## src/rtl/game_ctrl.sv

```systemverilog
// rtl/game_ctrl.sv - 1A2B game sequencer: input conditioning, main FSM, digit latches, chance counter, blink phase
//
// Ports:
//   clk, rst_n                    system clock, asynchronous active-low reset
//   key_confirm_n, key_restart_n  raw active-low push-buttons
//   sw[3:0]                       raw switch value
//   state                         current FSM state (game_types::state_t)
//   blink_on                      blink phase, 1 = visible
//   target[3:0], guess[3:0]       secret and guess digits, [3] is leftmost
//   candidate                     synchronized switch value
//   sw_valid                      candidate may be committed in the current entry state
//   chances                       remaining guesses

package game_types;
    typedef enum logic [3:0] {
        S_IDLE        = 4'd0,
        S_SET_D3      = 4'd1,
        S_SET_D2      = 4'd2,
        S_SET_D1      = 4'd3,
        S_SET_D0      = 4'd4,
        S_GUESS_D3    = 4'd5,
        S_GUESS_D2    = 4'd6,
        S_GUESS_D1    = 4'd7,
        S_GUESS_D0    = 4'd8,
        S_SHOW_RESULT = 4'd9,
        S_WIN         = 4'd10,
        S_LOSE        = 4'd11
    } state_t;
endpackage

// 2-FF synchronizer plus saturating debounce counter; one press pulse per held press.
module game_ctrl_key #(
    parameter int CYCLES = 500000
) (
    input  logic clk,
    input  logic rst_n,
    input  logic key_n,
    output logic press
);
    localparam int DW = $clog2(CYCLES + 1);

    logic          s1, s2;
    logic [DW-1:0] cnt;

    always_ff @(posedge clk or negedge rst_n) begin
        if (!rst_n) begin
            s1    <= 1'b1;
            s2    <= 1'b1;
            cnt   <= '0;
            press <= 1'b0;
        end else begin
            s1    <= key_n;
            s2    <= s1;
            press <= 1'b0;
            if (s2) begin
                cnt <= '0;
            end else if (cnt != DW'(CYCLES)) begin
                cnt   <= cnt + 1'b1;
                // pulse is high exactly in the cycle the counter sits at CYCLES for the first time
                press <= (cnt == DW'(CYCLES - 1));
            end
        end
    end
endmodule

module game_ctrl
    import game_types::*;
#(
    parameter int DEBOUNCE_CYCLES = 500000,
    parameter int BLINK_HALF      = 12500000,
    parameter int MAX_CHANCES     = 5
) (
    input  logic       clk,
    input  logic       rst_n,
    input  logic       key_confirm_n,
    input  logic       key_restart_n,
    input  logic [3:0] sw,
    output state_t     state,
    output logic       blink_on,
    output logic [3:0] target [3:0],
    output logic [3:0] guess [3:0],
    output logic [3:0] candidate,
    output logic       sw_valid,
    output logic [2:0] chances
);
    localparam int BW = $clog2(BLINK_HALF + 1);

    logic          confirm, restart;
    logic [3:0]    sw_s1, sw_s2;
    logic [BW-1:0] blink_cnt;
    state_t        state_nx;
    logic          entry, entry_set, dup, match;
    logic [1:0]    entry_idx;

    game_ctrl_key #(.CYCLES(DEBOUNCE_CYCLES)) u_key_confirm (
        .clk(clk), .rst_n(rst_n), .key_n(key_confirm_n), .press(confirm)
    );
    game_ctrl_key #(.CYCLES(DEBOUNCE_CYCLES)) u_key_restart (
        .clk(clk), .rst_n(rst_n), .key_n(key_restart_n), .press(restart)
    );

    always_ff @(posedge clk or negedge rst_n) begin
        if (!rst_n) begin
            sw_s1 <= 4'd0;
            sw_s2 <= 4'd0;
        end else begin
            sw_s1 <= sw;
            sw_s2 <= sw_s1;
        end
    end

    assign candidate = sw_s2;

    // Which digit is being entered, and whether it belongs to the target or the guess.
    always_comb begin
        entry     = 1'b1;
        entry_set = 1'b0;
        entry_idx = 2'd0;
        case (state)
            S_SET_D3:   begin entry_set = 1'b1; entry_idx = 2'd3; end
            S_SET_D2:   begin entry_set = 1'b1; entry_idx = 2'd2; end
            S_SET_D1:   begin entry_set = 1'b1; entry_idx = 2'd1; end
            S_SET_D0:   begin entry_set = 1'b1; entry_idx = 2'd0; end
            S_GUESS_D3: entry_idx = 2'd3;
            S_GUESS_D2: entry_idx = 2'd2;
            S_GUESS_D1: entry_idx = 2'd1;
            S_GUESS_D0: entry_idx = 2'd0;
            default:    entry = 1'b0;
        endcase
    end

    // Only digits to the left of the active one are already committed in this phase.
    always_comb begin
        dup = 1'b0;
        for (int i = 0; i < 4; i++) begin
            if (i > int'(entry_idx) && (entry_set ? target[i] : guess[i]) == candidate)
                dup = 1'b1;
        end
    end

    assign sw_valid = entry && (candidate <= 4'd9) && !dup;
    assign match    = (target[3] == guess[3]) && (target[2] == guess[2]) &&
                      (target[1] == guess[1]) && (target[0] == guess[0]);

    always_comb begin
        state_nx = state;
        case (state)
            S_IDLE:        if (confirm) state_nx = S_SET_D3;
            S_SET_D3:      if (confirm && sw_valid) state_nx = S_SET_D2;
            S_SET_D2:      if (confirm && sw_valid) state_nx = S_SET_D1;
            S_SET_D1:      if (confirm && sw_valid) state_nx = S_SET_D0;
            S_SET_D0:      if (confirm && sw_valid) state_nx = S_GUESS_D3;
            S_GUESS_D3:    if (confirm && sw_valid) state_nx = S_GUESS_D2;
            S_GUESS_D2:    if (confirm && sw_valid) state_nx = S_GUESS_D1;
            S_GUESS_D1:    if (confirm && sw_valid) state_nx = S_GUESS_D0;
            S_GUESS_D0:    if (confirm && sw_valid) state_nx = S_SHOW_RESULT;
            S_SHOW_RESULT: if (confirm) state_nx = match ? S_WIN :
                                                   (chances == 3'd0) ? S_LOSE : S_GUESS_D3;
            S_WIN, S_LOSE: if (confirm) state_nx = S_IDLE;
            default:       state_nx = S_IDLE;
        endcase
        if (restart)
            state_nx = S_IDLE;
    end

    always_ff @(posedge clk or negedge rst_n) begin
        if (!rst_n) begin
            state     <= S_IDLE;
            chances   <= 3'(MAX_CHANCES);
            target    <= '{default: 4'd0};
            guess     <= '{default: 4'd0};
            blink_on  <= 1'b1;
            blink_cnt <= '0;
        end else begin
            state <= state_nx;

            // a state change restarts the blink period visible so the new digit shows at once
            if (state_nx != state) begin
                blink_cnt <= '0;
                blink_on  <= 1'b1;
            end else if (blink_cnt == BW'(BLINK_HALF - 1)) begin
                blink_cnt <= '0;
                blink_on  <= ~blink_on;
            end else begin
                blink_cnt <= blink_cnt + 1'b1;
            end

            // every way back into IDLE (restart, game over, illegal encoding) starts a fresh game
            if (restart || (state_nx == S_IDLE && state != S_IDLE)) begin
                chances <= 3'(MAX_CHANCES);
                target  <= '{default: 4'd0};
                guess   <= '{default: 4'd0};
            end else if (confirm && sw_valid) begin
                if (entry_set) begin
                    target[entry_idx] <= candidate;
                    if (state == S_SET_D0)
                        guess <= '{default: 4'd0};
                end else begin
                    guess[entry_idx] <= candidate;
                    if (state == S_GUESS_D0 && chances != 3'd0)
                        chances <= chances - 3'd1;
                end
            end else if (confirm && state == S_SHOW_RESULT && !match && chances != 3'd0) begin
                guess <= '{default: 4'd0};
            end
        end
    end
endmodule

```

## config.mk

```make
export PLATFORM = sky130hd
export DESIGN_NAME = game_ctrl
export DESIGN_NICKNAME = d
export VERILOG_FILES = /design/src/rtl/game_ctrl.sv
export SDC_FILE = /design/constraint.sdc
export NUM_CORES = 1
export LEC_CHECK = 0
export ABC_CLOCK_PERIOD_IN_PS = 9960
export BUFFER_PORTS_ARGS = -buffer_cell sky130_fd_sc_hd__buf_2
export CORE_ASPECT_RATIO = 2
export CORE_MARGIN = 2
export CORE_UTILIZATION = 25
export CTS_CLUSTER_SIZE = 14
export DETAILED_ROUTE_END_ITERATION = 7
export GPL_ROUTABILITY_DRIVEN = 0
export GPL_TIMING_DRIVEN = 0
export SLEW_MARGIN = 20
export SYNTH_ARGS = -nofsm -noshare
export SYNTH_HDL_FRONTEND = slang
export SYNTH_SLANG_ARGS = --single-unit
```

## constraint.sdc

```tcl
create_clock -name clk -period 9.96 [get_ports clk]
set_clock_uncertainty 0.15 [all_clocks]
set_input_delay 2.988 -clock clk [delete_from_list [all_inputs] [get_ports clk]]
set_output_delay 2.988 -clock clk [all_outputs]
set_load 0.02 [all_outputs]
```

After elaboration in Yosys (flattened, before gate mapping)
Index checks and enable logic that the tools add are counted.
{"block": "word_totals", "ff_bits": 116, "in_bits": 8, "out_inout_bits": 45, "word_cells": 150}
{"block": "classes", "addsub": 4, "magnitude_cmp": 6, "n_eq_ne": 26, "n_mux": 52, "n_bitwise": 1, "reduce_logical": 39}
{"operator": "two-way mux 16 bit", "count": 8}
{"operator": "two-way mux 19 bit", "count": 4}
{"operator": "two-way mux 4 bit", "count": 18}
{"operator": "two-way mux 24 bit", "count": 2}
{"operator": "case mux 4 bit (11 select lines)", "count": 1}
{"operator": "adder 19 x 1 -> 19 bit, second input constant", "count": 2}
{"operator": "equality test 19 bit, second input constant", "count": 2}
{"operator": "inequality test 19 bit, second input constant", "count": 2}
{"operator": "bitwise mux 16 bit", "count": 2}
{"operator": "equality test 4 bit", "count": 7}
{"operator": "adder 24 x 1 -> 24 bit, second input constant", "count": 1}
{"operator": "equality test 24 bit, second input constant", "count": 1}
{"operator": "equality test 4 x 3 -> 1 bit, second input constant", "count": 4}
{"operator": "equality test 4 bit, second input constant", "count": 4}
{"operator": "logical AND 1 bit", "count": 15}
{"operator": "two-way mux 3 bit", "count": 4}
{"operator": "nonzero test 2 bit", "count": 6}
{"operator": "two-way mux 1 bit", "count": 11}
{"operator": "demux 4 bit (select 2 bit)", "count": 1}
{"operator": "equality test 4 x 2 -> 1 bit, second input constant", "count": 2}
{"operator": "zero test 4 bit", "count": 2}
{"operator": "OR reduction 2 bit", "count": 4}
{"operator": "OR reduction 8 bit", "count": 1}
{"operator": "case mux 2 bit (3 select lines)", "count": 1}
{"operator": "other kinds (19)", "count": 23}

Depth between registers and ports, before layout
Gate-level depths: netlist of run 1.
{"block": "depth", "ltp_word": 20, "ltp_mapped": 13, "depth_no_buf": 9}

Cells and area by module
Synthesis of run 1 repeated with hierarchy kept, for this count alone.
{"block": "unflattened", "cells_unflattened": 680, "area_unflattened_um2": 6586.3}
{"mod": "game_ctrl", "n_inst": 1, "cells_per_inst": 440, "area_per_inst_um2": 4276.6, "seq_area_each_um2": 1805.5}
{"mod": "game_ctrl_key", "n_inst": 2, "cells_per_inst": 120, "area_per_inst_um2": 1154.9, "seq_area_each_um2": 553.0}

Least setup slack after synthesis of run 1
OpenSTA, ideal clock, no wires.
{"block": "synth_path", "path_kind": "reg-to-output", "startpoint": "reg state[0]", "endpoint": "out sw_valid", "arrival_ns": 2.363, "required_ns": 6.822, "path_slack_ns": 4.459, "stages_incl_launch_ff": 11, "n_path_buf": 4, "path_cell_list": "dfrtp_1 > buf_6 > or3_4 > and3_1 > buf_6 > buf_6 > o2111ai_2 > o22ai_1 > a32oi_1 > buf_2 > and2_1"}
{"block": "synth_between", "elab_chain_cells": 11, "word_cells_on_any_way": 34}
{"item": "start: declaration", "line": "78", "source": "output state_t state,"}
{"item": "start signal: assignment", "line": "175", "source": "state <= state_nx;"}
{"item": "equality test 4 x 3 -> 1 bit, or another cell as far along", "line": "119", "source": "case (state)"}
{"item": "OR reduction 4 bit (no source line)"}
{"item": "two-way mux 1 bit", "line": "119"}
{"item": "two-way mux 4 bit", "line": "136", "source": "if (i > int'(entry_idx) && (entry_set ? target[i] : guess[i]) == candidate)"}
{"item": "equality test 4 bit", "line": "136"}
{"item": "logical AND 1 bit", "line": "136"}
{"item": "two-way mux 1 bit (3 in series)", "line": "136"}
{"item": "zero test 1 bit", "line": "141", "source": "assign sw_valid = entry && (candidate <= 4'd9) && !dup;"}
{"item": "logical AND 1 bit *", "line": "141"}
{"item": "end: declaration", "line": "83", "source": "output logic sw_valid,"}
Every way passes the cells marked *; elsewhere a longest branch is shown, timed or not.

Worst setup path in the final report of run 1
{"block": "layout_path", "startpoint": "reg sw_s2[0], in the netlist candidate[0]", "endpoint": "out sw_valid"}
{"block": "layout_between", "elab_chain_cells": 7, "word_cells_on_any_way": 13}
{"item": "start: declaration", "line": "89", "source": "logic [3:0] sw_s1, sw_s2;"}
{"item": "start signal: assignment", "line": "108", "source": "sw_s2 <= sw_s1;"}
{"item": "equality test 4 bit", "line": "136"}
{"item": "logical AND 1 bit", "line": "136"}
{"item": "two-way mux 1 bit (3 in series)", "line": "136"}
{"item": "zero test 1 bit", "line": "141"}
{"item": "logical AND 1 bit *", "line": "141"}
Marked as above.

==> results.py, run 1 <==
metrics = {
    "routing": {
        "routedWlPerCell_um": 15.4,
        "drtIter0Drc": 484,
        "wl_um": 17100,
        "via_per_inst": 5.03,
        "ant_nets": 0,
        "vias": 5568,
        "drc": 0,
        "drt_pass1_iterations": 5,
    },
    "timing": {
        "finalCritPeriodShare": 0.636,
        "min_period_ns": 6.34,
        "finalSetupTns_ns": 0,
        "finalSetupViolCount": 0,
        "worst_pin_slew_ns": 0.872,
        "rsz0062_at_grt": "false",
        "finalHoldViolations": 0,
        "fmaxAchievable_ghz": 0.158,
        "slew_violations": 0,
        "slew_headroom": 0.411,
    },
    "cells_and_area": {
        "fin_util": 0.305,
        "drive_gt1_frac": 0.146,
        "n_antenna_cell": 0,
        "syn2layout_area_growth_pct": 20.9,
        "nets": 770,
    },
    "placed_design": {
        "dp_hpwl_um": 12200,
        "io_buffers": 52,
    },
    "critical_path": {
        "max_stage_delay_ns": 0.52,
        "cp.arrival_ns": 3.20,
        "end_kind": "output pin",
        "critPathMaxFanout": 10,
        "worstSetupPathType": "reg -> out",
        "crit_top_cell": "buf_2",
        "path_cells": "clkbuf_1, inv_1, o2111ai_2, o22ai_1, a32oi_1, buf_2, and2_1, buf_2",
        "cp-start-kind": "register",
        "cpMaxStageDelayCell": "dfrtp_1",
        "cp.required_ns": 6.82,
    },
    "global_routing": {
        "top_usage_layer": "met2",
        "antenna_found_initial": 0,
        "overflow": 0,
        "grt_use_met1": 0.183,
        "grt_pass1_wl_um": 28000,
        "grt_pass1_vias": 5369,
        "use_met3": 0.0344,
        "grt_util_met2": 0.196,
        "grtUsageTotal": 0.132,
        "grt_max_degree": 60,
    },
    "run_status": {
        "status": "finished, final reports clean",
    },
    "cts": {
        "clk_latency_ns": 0.42,
        "cts_root_buf": "clkbuf_16",
        "cts_buffers": 17,
        "cts_hold_buffers": 0,
        "post-cts-setup-buffers": 0,
        "cts_sinks": 116,
        "cts_tree": "built",
        "path_clk_slew_ns": 0.05,
        "cts_max_path_buffers": 2,
        "cts_resized": 0,
        "htreeDepth": 4,
    },
    "floorplan": {
        "ioPinCount": 53,
        "die_width_um": 117,
        "floorplan.die_area_um2": 27000,
        "rows": 83,
        "start_util": 0.252,
        "design.core.area_um2": 25400,
        "die_y_um": 230,
    },
    "logic_synthesis": {
        "ys.flop_type": "dfrtp_1",
        "yosys-top-cells-area": "dfrtp_1, xnor2_1, xor2_1, nor2_1, a21oi_1",
        "yosysMostFrequentCell": "dfrtp_1",
        "synth.yosys.seq_area_share": 0.454,
        "ys_warn_count": 0,
        "synth_area_leader_cell": "dfrtp_1",
        "synth_nets": 698,
        "ys_types": 61,
        "ys_ff_latch": 116,
        "yosys-top-cells-count": "dfrtp_1, nor2_1, a21oi_1, nand2_1, nand3_1",
        "async_flop_share": 1.00,
        "synth_edf_count": 0,
        "synth_top_area_share": 0.425,
        "syn_area_um2": 6410,
        "synth_area_per_cell_um2": 9.39,
        "synth_cells": 683,
    },
    "power": {
        "ir_drop_mv": 0.0955,
        "leakagePower_uw": 0.00343,
        "p_per_area_nw_per_um2": 150,
    },
    "flow_run": {
        "maxCapViolCount": 0,
    },
    "hold_path": {
        "min_path_type": "reg -> reg",
    },
}
[kinds of logic (layout without fill, tap and decap cells)]
logic type      Yosys count  after routing  share of synthesized area
mux                      21             21                     0.0328
xor+xnor                 80             80                      0.109
flops                   116            116                      0.454
buf+inv                  64            149                     0.0435
simple gates            273            273                      0.218
compound gates          122            122                      0.129
fa+ha+maj                 7              7                     0.0137
[state kept, by name, summed over array words and instances, names as in the netlist, 4 cells and up]
signal	cells
u_key_restart.cnt	19
u_key_confirm.cnt	19
sw_s1	4
blink_cnt	24
guess	16
state	4
candidate	4
target	16
[worst max-delay path, delay by kind of cell, from the launching register on]
| family | cells | cell delay, ns |
|---|---|---|
| flip-flops | 1 | 0.52 |
| AND/OR/NAND/NOR | 1 | 0.20 |
| AO/OA/AOI/OAI | 3 | 0.79 |
| buffers and inverters | 4 | 1.27 |
[final cells by class]
type / count / area, µm²
Tap cell: 340 / 425
Multi-Input combinational cell: 503 / 3220
Timing Repair Buffer: 53 / 294
Fill cell: 2654 / 17700
Sequential cell: 116 / 2910
Clock inverter: 10 / 156
Inverter: 21 / 78.8
Clock buffer: 22 / 464
Buffer: 43 / 200
[cells in the final DEF, fill, tap and decap left out, types with 5 or more instances in the layout]
master,synthesis,final
nand4_1,28,28
nand3_1,43,43
nor4_1,9,9
a21oi_1,43,43
xor2_1,40,40
dfstp_2,7,7
clkbuf_1,24,27
inv_1,20,20
nor3_1,38,38
a32oi_1,10,10
and4_1,5,5
dfrtp_1,109,109
clkbuf_16,0,17
o2111ai_1,8,8
o21ai_0,18,18
mux2i_1,21,21
a22oi_1,9,9
o21a_1,5,5
or3_1,10,10
nor2b_1,5,5
nor2_1,59,59
buf_2,12,63
nor4b_1,5,5
ha_1,7,7
and3_1,14,14
nand2_1,43,43
xnor2_1,40,40
[report_power, final]
part / internal [µW] / switching [µW]
clock network: 430 / 216
logic: 9.75 / 25.5
registers: 477 / 4.32
[metrics by stage]
stage	total power, µW	instances	hold slack (ns)	setup WS [ns]	area [µm²]
floorplan	505	683	0.181	4.46	6410
finish	1160	1108	0.195	3.62	7750
global placement	523	1075	0.186	4.14	7100
detailed placement	525	1076	0.185	4.13	7130
CTS	1180	1108	0.197	3.68	7750
global route	1200	1108	0.201	3.51	7750
[metal layers]
layer | wire length, µm | share of wire
met5 | 0 | 0
met2 | 7930 | 0.46
met3 | 1070 | 0.062
met1 | 7840 | 0.46
met4 | 272 | 0.016
[path summary, 6_finish.rpt]
kind	end	start	depth (start not counted)	slack (ns)
worst max-delay path	sw_valid	candidate[0]	8	3.62
worst min-delay path	candidate[0]	sw_s1[0]	0	0.20
worst max register to register	guess[0]	state[1]	10	6.07
worst min register to register	candidate[0]	sw_s1[0]	0	0.20
max in group asynchronous	chances[0]	rst_n	2	6.55
min in group asynchronous	guess[9]	rst_n	1	2.39
No activity file was read; power rests on OpenSTA's default activity.
==> inputs of run 2 (changes only) <==
ABC_AREA = 1   (was not set)
ABC_CLOCK_PERIOD_IN_PS = 6150   (was 9960)
clock period = 6.15 ns   (was 9.96 ns; I/O delays follow)
==> results.py, run 2 <==
metrics = {
    "cts": {
        "cts_buffers": 17,
        "cts_tree": "built",
        "post-cts-setup-buffers": 0,
        "cts_sinks": 116,
        "path_clk_slew_ns": 0.06,
        "htreeDepth": 4,
        "cts_max_path_buffers": 2,
        "cts_resized": 0,
        "clk_latency_ns": 0.42,
        "cts_hold_buffers": 0,
        "cts_root_buf": "clkbuf_16",
    },
    "floorplan": {
        "ioPinCount": 53,
        "start_util": 0.254,
        "die_y_um": 232,
        "floorplan.die_area_um2": 27300,
        "design.core.area_um2": 25500,
        "rows": 83,
        "die_width_um": 118,
    },
    "global_routing": {
        "grtUsageTotal": 0.135,
        "grt_pass1_wl_um": 29300,
        "use_met3": 0.0295,
        "grt_pass1_vias": 5778,
        "top_usage_layer": "met2",
        "antenna_found_initial": 0,
        "grt_use_met1": 0.127,
        "grt_util_met2": 0.263,
        "overflow": 0,
        "grt_max_degree": 74,
    },
    "timing": {
        "worst_pin_slew_ns": 0.690,
        "rsz0062_at_grt": "false",
        "finalSetupTns_ns": 0,
        "finalSetupViolCount": 0,
        "fmaxAchievable_ghz": 0.222,
        "finalCritPeriodShare": 0.731,
        "slew_violations": 0,
        "slew_headroom": 0.539,
        "min_period_ns": 4.50,
        "setup_ws_ns": 1.65,
        "finalHoldViolations": 0,
    },
    "critical_path": {
        "cp.arrival_ns": 2.50,
        "reg2reg_from": "state[0]",
        "critPathMaxFanout": 10,
        "cp.required_ns": 4.16,
        "critPathLaunch": "state[0]",
        "cp-start-kind": "register",
        "worstSetupPathType": "reg -> out",
        "end_kind": "output pin",
    },
    "routing": {
        "ant_nets": 0,
        "drt_pass1_iterations": 6,
        "via_per_inst": 4.60,
        "wl_um": 17800,
        "routedWlPerCell_um": 14.1,
        "vias": 5803,
        "drtIter0Drc": 373,
        "drc": 0,
    },
    "run_status": {
        "status": "finished, final reports clean",
    },
    "logic_synthesis": {
        "ys_warn_count": 0,
        "synth_edf_count": 0,
        "synth_area_leader_cell": "dfrtp_1",
        "synth.yosys.seq_area_share": 0.449,
        "yosysMostFrequentCell": "nand2_1",
        "synth_nets": 852,
        "synth_top_area_share": 0.421,
        "async_flop_share": 1.00,
        "synth_cells": 837,
        "synth_area_per_cell_um2": 7.75,
        "ys.flop_type": "dfrtp_1",
        "yosys-top-cells-area": "dfrtp_1, nand2_1, nand3_1, inv_1, nor2_1",
        "syn_area_um2": 6480,
        "yosys-top-cells-count": "nand2_1, inv_1, dfrtp_1, nand3_1, nor2_1",
        "ys_ff_latch": 116,
        "ys_types": 38,
    },
    "cells_and_area": {
        "final-seq-area_um2": 2910,
        "top_register": "blink_cnt",
        "drive_gt1_frac": 0.175,
        "n_antenna_cell": 0,
        "final_common_cell": "nand2_1",
        "layout_common_cells": "nand2_1, inv_1, dfrtp_1, nand3_1, nor2_1",
        "finalInstanceArea_um2": 7820,
        "nets": 924,
        "fillers": 2788,
        "largest_register_ffs": 24,
        "syn2layout_area_growth_pct": 20.6,
        "largestRegisters": "blink_cnt x24, u_key_confirm.cnt x19, u_key_restart.cnt x19",
        "stdcell_count": 1262,
        "multi_input_area_um2": 3020,
    },
    "placed_design": {
        "dp_slack_ns": 2.09,
        "dp_hpwl_um": 13600,
        "io_buffers": 52,
        "dp_cells": 1230,
        "placed_cell_area_um2": 7200,
    },
    "flow_run": {
        "maxCapViolCount": 0,
    },
    "hold_path": {
        "hold_path.startpoint": "sw_s1[1]",
        "min_path_type": "reg -> reg",
    },
    "power": {
        "finalPower_uw": 1860,
        "ir_drop_mv": 0.192,
        "p_per_area_nw_per_um2": 238,
        "leakagePower_uw": 0.00377,
    },
}
[run 2: changes by cell type after synthesis, sizes merged, moves of 14 or more]
| cell | before | now |
|---|---|---|
| xnor2 | 40 | 10 |
| mux2i | 21 | 0 |
| nand3 | 43 | 94 |
| clkbuf | 25 | 7 |
| o21ai | 20 | 34 |
| inv | 20 | 116 |
| nor3 | 38 | 22 |
| nor2 | 59 | 91 |
| o211ai | 1 | 19 |
| xor2 | 40 | 11 |
| nand2 | 43 | 207 |
[run 2: final cells by class]
class,instances,share of cell area
Inverter,118,0.0573
Clock buffer,18,0.0562
Multi-Input combinational cell,586,0.386
Buffer,17,0.0136
Clock inverter,14,0.0227
Timing Repair Buffer,53,0.0376
Sequential cell,116,0.372
Tap cell,340,0.0544
[run 2: path summary, 6_finish.rpt]
check	slack, ns	to	depth (start not counted)
worst max-delay path	1.65	sw_valid	14
worst min-delay path	0.19	candidate[1]	0
worst max register to register	2.68	target[2]	25
worst min register to register	0.19	candidate[1]	0
max in group asynchronous	3.86	chances[2]	2
min in group asynchronous	1.20	candidate[1]	1
[run 2: power by group]
| part | leakage [µW] | switching, µW | internal [µW] |
|---|---|---|---|
| combinational | 0.00192 | 39.5 | 14.6 |
| sequential | 0.00156 | 7.81 | 772 |
| clock | 0.000289 | 379 | 651 |
| total | 0.00377 | 426 | 1440 |
[run 2: metrics by stage]
step	hold WS [ns]	util
after global placement	0.187	0.281
after global routing	0.197	0.306
final	0.193	0.306
after floorplan	0.181	-
after detailed placement	0.185	0.282
after CTS	0.196	0.306
[run 2: worst max-delay path: stages (launching register included)]
cell and delay, ns:
dfrtp_1 0.40, buf_2 0.19, nor2_2 0.18, nand2_2 0.15, nand2_4 0.14, buf_6 0.15
nand2_1 0.09, nand2_1 0.06, nand2_1 0.04, nand2_1 0.08, nor2_1 0.04, nand3_1 0.07
nand2_1 0.09, nor2_4 0.18, buf_2 0.20
[run 2: metal layers]
layer | wire length, µm | up-vias
met5 | 0 | -
met4 | 877 | 0
met3 | 653 | 41
met2 | 9920 | 124
met1 | 6350 | 2746
li1 | - | 2892
[run 2: kinds of logic after synthesis]
family / after synthesis / share of synthesized area
compound gates: 96 / 0.0876
buf+inv: 135 / 0.0855
fa+ha+maj: 7 / 0.0135
flops: 116 / 0.449
simple gates: 462 / 0.336
xor+xnor: 21 / 0.0284
==> inputs of run 3 (changes only) <==
ABC_CLOCK_PERIOD_IN_PS = 3800   (was 6150)
clock period = 3.8 ns   (was 6.15 ns; I/O delays follow)
==> results.py, run 3 (synthesized netlist as in run 2, its figures left out) <==
metrics = {
    "cells_and_area": {
        "largest_register_ffs": 24,
        "nets": 928,
        "finalInstanceArea_um2": 7860,
        "top_register": "blink_cnt",
        "final_common_cell": "nand2_1",
        "layout_common_cells": "nand2_1, inv_1, dfrtp_1, nand3_1, nor2_1",
        "largestRegisters": "blink_cnt x24, u_key_confirm.cnt x19, u_key_restart.cnt x19",
        "syn2layout_area_growth_pct": 21.2,
        "drive_gt1_frac": 0.179,
        "n_antenna_cell": 0,
    },
    "routing": {
        "ant_nets": 0,
        "wl_um": 17800,
        "drtIter0Drc": 442,
        "via_per_inst": 4.58,
        "drc": 0,
        "routedWlPerCell_um": 14.1,
        "vias": 5800,
        "drt_pass1_iterations": 5,
    },
    "timing": {
        "fmaxAchievable_ghz": 0.275,
        "finalCritPeriodShare": 0.957,
        "slew_headroom": 0.540,
        "finalSetupViolCount": 0,
        "finalHoldViolations": 0,
        "worst_pin_slew_ns": 0.688,
        "setup_ws_ns": 0.162,
        "min_period_ns": 3.64,
        "slew_violations": 0,
    },
    "cts": {
        "cts_buffers": 17,
        "cts_root_buf": "clkbuf_16",
        "htreeDepth": 4,
        "cts_tree": "built",
        "cts_max_path_buffers": 2,
        "clk_latency_ns": 0.42,
        "cts_sinks": 116,
        "path_clk_slew_ns": 0.05,
        "cts_hold_buffers": 0,
    },
    "power": {
        "p_sw_frac": 0.229,
        "p_seq_frac": 0.418,
        "leakagePower_uw": 0.00379,
        "switchingPower_uw": 690,
        "cellInternalPower_uw": 2330,
        "p_comb_frac": 0.029,
        "p_clk_frac": 0.553,
        "ir_drop_mv": 0.310,
        "p_per_area_nw_per_um2": 384,
    },
    "global_routing": {
        "grt_max_degree": 74,
        "grt_use_met1": 0.127,
        "grt_pass1_wl_um": 29300,
        "antenna_found_initial": 0,
        "overflow": 0,
        "top_usage_layer": "met2",
        "grt_util_met2": 0.263,
        "grt_pass1_vias": 5778,
        "grtUsageTotal": 0.135,
        "use_met3": 0.0295,
    },
    "placed_design": {
        "dp_slack_ns": 0.372,
        "dp_hpwl_um": 13600,
        "io_buffers": 52,
        "placed_cell_area_um2": 7200,
    },
    "hold_path": {
        "min_path_type": "reg -> reg",
    },
    "critical_path": {
        "cp-start-kind": "register",
        "cp.arrival_ns": 2.35,
        "end_kind": "output pin",
        "critPathMaxFanout": 10,
        "worstSetupPathType": "reg -> out",
        "cp.required_ns": 2.51,
    },
    "flow_run": {
        "maxCapViolCount": 0,
    },
    "floorplan": {
        "die_width_um": 118,
        "rows": 83,
        "floorplan.die_area_um2": 27300,
        "die_y_um": 232,
        "start_util": 0.254,
        "design.core.area_um2": 25500,
        "ioPinCount": 53,
    },
    "run_status": {
        "status": "finished, final reports clean",
    },
}
-- run 3: changes by cell type in the layout (fill, tap and decap cells not counted), sizes merged --
cell    previous run  this run
clkbuf            25        26
buf               63        66
-- run 3: worst paths after layout --
path / from / to / slack (ns) / cells after the start
worst max-delay path: state[0] / sw_valid / 0.16 / 14
worst min-delay path: sw_s1[1] / candidate[1] / 0.19 / 0
worst max register to register: state[0] / target[2] / 0.33 / 26
worst min register to register: sw_s1[1] / candidate[1] / 0.19 / 0
max in group asynchronous: rst_n / chances[2] / 2.22 / 2
min in group asynchronous: rst_n / candidate[1] / 0.50 / 1
-- run 3: per-stage QoR --
step,total power (µW),util,std cells,hold slack (ns),setup TNS [ns]
CTS,3060,0.306,1262,0.196,0
global placement,1370,0.281,1229,0.187,-13.80
floorplan,1320,-,837,0.181,0
detailed placement,1370,0.282,1230,0.185,0
finish,3020,0.308,1266,0.193,0
global route,3130,0.308,1266,0.197,-0.000921
-- run 3: power by group through the flow --
stage	logic, µW	clock network [µW]	registers, µW
CTS	90.1	1710	1260
detailed placement	89.8	0	1280
global placement	84.7	0	1280
floorplan	37.3	0	1280
finish	87.4	1670	1260
global route	101	1760	1260
-- run 3: repair_timing --
item	in CTS	in global routing
buffers inserted	0	4
endpoints found under the setup margin	1	1
gates resized for setup	2	1
cloned	0	0
endpoints found under the hold margin	0	0
pin swaps	0	2
-- run 3: layout make-up --
class / count / area [µm²]
clock inverter: 14 / 178
multi-input combinational: 586 / 3030
clock buffer: 18 / 439
buffer: 17 / 109
tap: 340 / 425
sequential: 116 / 2910
inverter: 118 / 448
fill: 2783 / 17700
timing repair buffer: 57 / 324
-- run 3: critical path, stage by stage, from the launching register on --
cell	delay, ns
dfrtp_1	0.40
clkbuf_4	0.20
nor2_4	0.14
nand2_2	0.14
nand2_4	0.13
buf_6	0.15
nand2_1	0.06
nand2_1	0.11
nand2_1	0.06
nand2_1	0.06
inv_1	0.03
nand3_1	0.07
nand2_1	0.09
nor2_4	0.12
buf_2	0.17
-- run 3: metal layers --
metal  wire length, µm  part of all wire
met1              6370              0.36
met2              9980              0.56
met3               678             0.038
met4               815             0.046
met5                 0                 0
